[src/rtl/vga_balayage.sv]
// -----------------------------------------------------------------------------
// vga_balayage : VGA raster generator (640x480@60 by default)
//
// Produces the hpos/vpos position bus consumed by the object renderers, takes
// back their combined colour, and presents colour, visible flag, sync pulses
// and a frame-start pulse to the board pins. Every pin output is registered
// one pixel after the hpos/vpos it describes, so all outputs refer to the same
// pixel in the same cycle.
//
// Configuration macro:
//   VGA_PIX_DIV2_EN  defined   -> pixel step on every other clk (50 MHz clk,
//                                 25 MHz pixel rate); outputs hold between
//                                 steps.
//                    undefined -> every clk is a pixel step.
//
// Ports:
//   clk          in   1   system clock
//   rst_n        in   1   synchronous reset, active low
//   couleur_in   in   5   renderer colour for the current hpos/vpos
//   hpos         out  11  current column, 0..H_TOTAL-1
//   vpos         out  11  current line,   0..V_TOTAL-1
//   hsync        out  1   horizontal sync, one pixel behind hpos
//   vsync        out  1   vertical sync, one pixel behind hpos
//   visible      out  1   pixel on couleur_out is in the visible area
//   couleur_out  out  5   registered colour, 0 outside the visible area
//   debut_trame  out  1   one-pixel pulse qualifying pixel (0,0) on outputs
// -----------------------------------------------------------------------------
module vga_balayage #(
   parameter int unsigned H_VISIBLE  = 640,
   parameter int unsigned H_FP       = 16,
   parameter int unsigned H_SYNC     = 96,
   parameter int unsigned H_BP       = 48,
   parameter int unsigned V_VISIBLE  = 480,
   parameter int unsigned V_FP       = 10,
   parameter int unsigned V_SYNC     = 2,
   parameter int unsigned V_BP       = 33,
   parameter logic        SYNC_ACTIF = 1'b0
) (
   input  logic        clk,
   input  logic        rst_n,
   input  logic [4:0]  couleur_in,
   output logic [10:0] hpos,
   output logic [10:0] vpos,
   output logic        hsync,
   output logic        vsync,
   output logic        visible,
   output logic [4:0]  couleur_out,
   output logic        debut_trame
);

   // Raster geometry, all reduced to 11-bit unsigned constants so every
   // comparison below is a plain 11-bit compare.
   localparam int unsigned H_TOTAL = H_VISIBLE + H_FP + H_SYNC + H_BP;
   localparam int unsigned V_TOTAL = V_VISIBLE + V_FP + V_SYNC + V_BP;

   localparam logic [10:0] H_LAST       = 11'(H_TOTAL - 1);
   localparam logic [10:0] V_LAST       = 11'(V_TOTAL - 1);
   localparam logic [10:0] H_VIS_END    = 11'(H_VISIBLE);
   localparam logic [10:0] V_VIS_END    = 11'(V_VISIBLE);
   localparam logic [10:0] H_SYNC_START = 11'(H_VISIBLE + H_FP);
   localparam logic [10:0] H_SYNC_END   = 11'(H_VISIBLE + H_FP + H_SYNC);
   localparam logic [10:0] V_SYNC_START = 11'(V_VISIBLE + V_FP);
   localparam logic [10:0] V_SYNC_END   = 11'(V_VISIBLE + V_FP + V_SYNC);

   // ---------------------------------------------------------------------------
   // Pixel enable
   // ---------------------------------------------------------------------------
   logic pix_en;

`ifdef VGA_PIX_DIV2_EN
   // Cleared by reset, so the first clk after release is idle and the second
   // one is the first pixel step.
   // NOTE: state registers use non-blocking assignments so every flop samples
   // the pre-edge values of the others, independent of statement order.
   always_ff @(posedge clk) begin
      if (!rst_n) begin
         pix_en <= 1'b0;
      end else begin
         pix_en <= ~pix_en;
      end
   end
`else
   assign pix_en = 1'b1;
`endif

   // ---------------------------------------------------------------------------
   // Position counters
   // ---------------------------------------------------------------------------
   logic h_fin;
   logic v_fin;

   assign h_fin = (hpos == H_LAST);
   assign v_fin = (vpos == V_LAST);

   always_ff @(posedge clk) begin
      if (!rst_n) begin
         hpos <= '0;
         vpos <= '0;
      end else if (pix_en) begin
         if (h_fin) begin
            hpos <= '0;
            // vpos only moves at the end of a line, which keeps the vertical
            // sync edges aligned on hpos=0 boundaries.
            vpos <= v_fin ? 11'd0 : vpos + 11'd1;
         end else begin
            hpos <= hpos + 11'd1;
         end
      end
   end

   // ---------------------------------------------------------------------------
   // Stage 1: decode of the current position
   // ---------------------------------------------------------------------------
   logic vis_c;
   logic hs_c;
   logic vs_c;
   logic ds_c;

   // NOTE: every signal written here gets a default first, so no path leaves
   // one unassigned and no latch can be inferred.
   always_comb begin
      vis_c = 1'b0;
      hs_c  = 1'b0;
      vs_c  = 1'b0;
      ds_c  = 1'b0;

      if ((hpos < H_VIS_END) && (vpos < V_VIS_END)) begin
         vis_c = 1'b1;
      end
      if ((hpos >= H_SYNC_START) && (hpos < H_SYNC_END)) begin
         hs_c = 1'b1;
      end
      if ((vpos >= V_SYNC_START) && (vpos < V_SYNC_END)) begin
         vs_c = 1'b1;
      end
      if ((hpos == 11'd0) && (vpos == 11'd0)) begin
         ds_c = 1'b1;
      end
   end

   // ---------------------------------------------------------------------------
   // Stage 2: pin registers, one pixel behind hpos/vpos
   // ---------------------------------------------------------------------------
   always_ff @(posedge clk) begin
      if (!rst_n) begin
         couleur_out <= '0;
         visible     <= 1'b0;
         hsync       <= ~SYNC_ACTIF;
         vsync       <= ~SYNC_ACTIF;
         debut_trame <= 1'b0;
      end else if (pix_en) begin
         // Renderer colour is only trusted inside the visible area; anything
         // it drives during blanking is dropped here.
         couleur_out <= vis_c ? couleur_in : 5'd0;
         visible     <= vis_c;
         hsync       <= hs_c ? SYNC_ACTIF : ~SYNC_ACTIF;
         vsync       <= vs_c ? SYNC_ACTIF : ~SYNC_ACTIF;
         debut_trame <= ds_c;
      end
   end

endmodule

[config.mk]
export PLATFORM = sky130hd
export DESIGN_NAME = vga_balayage
export DESIGN_NICKNAME = d
export VERILOG_FILES = /design/src/rtl/vga_balayage.sv
export SDC_FILE = /design/constraint.sdc
export NUM_CORES = 1
export LEC_CHECK = 0
export BUFFER_PORTS_ARGS = -buffer_cell sky130_fd_sc_hd__buf_4
export CAP_MARGIN = 20
export CORE_ASPECT_RATIO = 0.5
export CORE_UTILIZATION = 24
export DETAILED_ROUTE_END_ITERATION = 7
export SLEW_MARGIN = 20
export SYNTH_ARGS = -nofsm -noshare
export SYNTH_HDL_FRONTEND = slang
export SYNTH_SLANG_ARGS = --single-unit
[constraint.sdc]
create_clock -name clk -period 1.9 [get_ports clk]
set_input_delay 0.38 -clock clk [delete_from_list [all_inputs] [get_ports clk]]
set_output_delay 0.38 -clock clk [all_outputs]
set_load 0.02 [all_outputs]
* Word-level counts from Yosys, hierarchy flattened *
Cells that the tools add are included.

word-level totals
  output and inout port bits = 31
  register bits after elaboration = 31
  logic and storage cells = 33
  bits of input ports = 7

operators by class
  bitwise logic cells = 1
  add/sub/neg operators = 2
  reduce and logical (&&, ||, !) cells = 8
  eq/ne operators = 2
  order comparisons = 6
  muxes and demuxes = 7

operators by type and width
  cell                                                                                    number
  11-bit by 1-bit adder with 11-bit output (second input constant)                        2
  11-bit by 10-bit == test with 1-bit output (second input constant)                      2
  11-bit zero test                                                                        2
  11-bit by 10-bit < comparator with 1-bit output (second input constant)                 2
  11-bit by 9-bit < comparator with 1-bit output (second input constant)                  2
  11-bit by 10-bit greater-or-equal comparator with 1-bit output (second input constant)  1
  11-bit by 9-bit greater-or-equal comparator with 1-bit output (second input constant)   1
  11-bit two-way mux                                                                      1
  1-bit two-way mux                                                                       6
  1-bit logical AND                                                                       4
  2-bit AND reduction                                                                     1
  2-bit OR reduction                                                                      1
  1-bit inverter                                                                          1

* Depth between registers and ports, before layout *
  depth in word-level cells = 4
  mapped depth = 7
  depth with buffers taken out = 6

* Worst setup path before layout *
No wires, ideal clock.

  kind = reg-to-reg
  start point = register hpos[0]
  end point = register vpos[10]
  arrival = 1.630 ns
  period minus slack after synthesis = 1.696 ns
  library setup time = 0.066 ns
  stages on the path, launching flop included = 7
  path buffers = 1
  data required time = 1.834 ns
  path slack = 0.204 ns
  cells stage by stage = dfxtp_1 ha_1 and4_1 buf_6 nand4_4 or3_1 a21oi_2

on the way
  cells in the longest elaborated chain, start to end = 1

RTL lines
  what                                        RTL line  text
  start, declared                             42        output logic [10:0] hpos,
  start signal, assigned                      106       hpos <= hpos + 11'd1;
  11-bit by 10-bit == test with 1-bit output  92        assign h_fin = (hpos == H_LAST);
  end signal, assigned                        104       vpos <= v_fin ? 11'd0 : vpos + 11'd1;
  end, declared                               43        output logic [10:0] vpos,

No other way between the ends.
A chain may end at the register's enable or synchronous reset.

* Worst setup path in the final report *
  start point = register hpos[1]
  end point = register vpos[4]

The elaborated chain is that of the path after synthesis.

==> impl_metrics.py <==
metrics = {
    "cts": {
        "cts_resized": 0,
        "cts_buffer_depth": 2,
        "tritoncts": "done",
        "clock_sinks": 31,
        "htree_levels": 2,
        "clkTransAtPathRegs_ps": 50,
        "cts_buffers": 5,
        "cts_setup_buffers": 0,
        "hold_buffers": 0,
        "cts_root_buf": "clkbuf_16",
        "clock_latency_ps": 270,
    },
    "placement": {
        "hpwl_mm": 2.47,
        "place_congestion": 0.790,
        "io_buffers": 37,
    },
    "detailed_routing": {
        "drc_errors": 0,
        "drtAntennaViolNets": 0,
        "post_drt_wl_per_cell_um": 12.5,
        "drtIter0Drc": 53,
        "first_pass_iters": 4,
        "vias_per_cell": 4.58,
        "routed_wirelength_mm": 3.43,
        "vias": 1256,
    },
    "sta": {
        "setup_viol": 0,
        "whs_ps": 306,
        "worst_pin_slew_ps": 477,
        "hold_viol_final": 0,
        "maxSlewViolCount": 0,
        "fin_setup_tns_ps": 0,
        "finalCriticalPeriod_ps": 1700,
        "rsz0062_at_grt": "no",
        "fmax_ghz": 0.588,
        "relSlewSlack_pct": 67.9,
        "timing.final.crit_share_pct": 89.5,
        "clock_skew_ps": 6.35,
    },
    "power": {
        "powerDensity_nw_per_um2": 806,
        "p_leak_nw": 0.848,
        "ir_drop_v": 0.000327,
    },
    "critical_path": {
        "r2r-end": "vpos[4]",
        "critPathMaxFanout": 7,
        "critPathArrivalTime_ps": 1860,
        "cp.required_ps": 2060,
        "criticalPathCategory": "flip-flop to flip-flop",
        "end_kind": "flip-flop",
        "rr_startpoint": "hpos[1]",
        "reg2regPathDepth": 6,
        "critPathLaunchType": "flip-flop",
        "reg2reg_slack_ps": 200,
    },
    "yosys": {
        "synth_area_leaders": "dfxtp_1 44%, xnor2_1 4.9%, nor2_1 4.5%",
        "ys_warn_count": 0,
        "syn_area_um2": 1420,
        "ys_seq_elements": 31,
        "ys.flop_type": "dfxtp_1",
        "synth_top_cell_area_share_pct": 43.6,
        "synth.lib_cells_used.distinct": 32,
        "synth.net_count": 163,
        "seq_area_frac_synth_pct": 43.6,
        "async_reset_ff_share_pct": 0,
        "avgSynthCellArea_um2": 9.37,
        "synth_top_area_cell": "dfxtp_1",
        "netlist_instances": 152,
        "synth_edf_count": 0,
    },
    "layout": {
        "layout_common_cells": "46 x buf_4, 31 x dfxtp_1, 17 x nor2_1, 9 x nand3_1, 9 x and2_1",
        "areaGrowthSynthToFinish_pct": 38.4,
        "drive_above_1_share_pct": 30.3,
        "layout_commonest_cell": "buf_4",
        "fill_cells": 562,
        "finalNetCount": 211,
        "antenna-diode-count": 0,
    },
    "die": {
        "die_h_um": 56.5,
        "io_pins": 38,
        "num_rows": 19,
        "start_util_pct": 25.5,
        "core_area_um2": 5590,
        "dieArea_um2": 6260,
        "die_x_um": 111,
    },
    "global_routing": {
        "grt_pass1_wl_mm": 5.71,
        "antenna_found_initial": 0,
        "grt_overflow": 0,
        "grt_max_degree": 10,
        "grt_pass1_vias": 1169,
        "track_usage_pct": 11.6,
    },
    "worst_hold_path": {
        "min_to": "couleur_out[1]",
        "min_from": "couleur_in[1]",
        "hold_path_class": "input pin to flip-flop",
        "hold_depth": 2,
    },
    "run_status": {
        "status": "completed",
    },
    "run": {
        "cap_violations": 0,
    },
}
## worst max-delay path by stage
stage	start	end	cells past startpoint
after global placement	hpos[0]	vpos[4]	6
after detailed placement	hpos[1]	vpos[8]	5
final	hpos[1]	vpos[4]	6
after floorplan	hpos[0]	vpos[10]	6
after CTS	hpos[1]	vpos[4]	6
after global routing	hpos[1]	vpos[4]	6
## layer usage
layer	wire length, um	track usage (%)	up-vias
li1	-	-	632
met3	102	2.92	9
met2	1570	18.5	21
met4	75	5.71	0
met1	1680	14.7	594
met5	0	0	-
## area by class of cell
class	count	area (um^2)	area share, %
multi-input combinational	110	734	37.3
sequential	31	621	31.5
timing repair buffer	46	345	17.5
clock buffer	8	156	7.94
tap	73	91.3	4.63
inverter	6	22.5	1.14
## power by group
group	switching (W)	leakage, nW	internal [W]	total, W
sequential	0.00000738	0.252	0.000666	0.000673
clock	0.000260	0.0772	0.000556	0.000816
combinational	0.0000535	0.518	0.0000457	0.0000992
## sequential cells by signal, summed over array words and instances (netlist names)
name and count:
visible 1, vsync 1, debut_trame 1, hsync 1
couleur_out 5, vpos 11, hpos 11
## critical path, cell delays in order, from the launching register on
cell and delay [ps]:
dfxtp_1 330, ha_1 210, and4_1 430, nand3_1 100, o21ai_0 240, buf_4 210
nor2_1 60
## per-stage QoR
stage               setup slack (ps)  util (%)  total power, W  instance area [um^2]  std cells
finish                           200      35.3         0.00159                  1970        274
global route                    18.1      35.3         0.00164                  1970        274
CTS                              205      35.3         0.00160                  1970        274
detailed placement               214      32.5        0.000783                  1810        266
global placement                 256      32.5        0.000781                  1810        266
floorplan                        204         -        0.000732                  1420        152
## cells in the mapped netlist, types with 2 or more instances
| library cell | count |
|---|---|
| ha_1 | 4 |
| nor2_1 | 17 |
| xnor2_1 | 8 |
| nand3_1 | 9 |
| xor2_1 | 6 |
| and2_1 | 9 |
| nand4_4 | 2 |
| or3_1 | 5 |
| nand2_1 | 7 |
| dfxtp_1 | 31 |
| nor3_1 | 4 |
| nand4_1 | 7 |
| and3_1 | 5 |
| nor2b_1 | 2 |
| inv_1 | 6 |
| o21ai_0 | 6 |
| a21oi_1 | 2 |
| a21oi_2 | 3 |
| buf_6 | 3 |
| nor4_1 | 4 |
## logic make-up (layout without fill, tap and decap cells)
group,count (synthesis),count (layout),synth area share (%)
flip-flops,31,31,43.6
multiplexers,1,1,0.703
AO/OA/AOI/OAI,13,13,5.89
buffers and inverters,11,60,4.83
XOR/XNOR,14,14,8.61
AND/OR/NAND/NOR,78,78,32.9
adder cells (fa/ha/maj),4,4,3.52
Power figures use the tool's default switching activity.
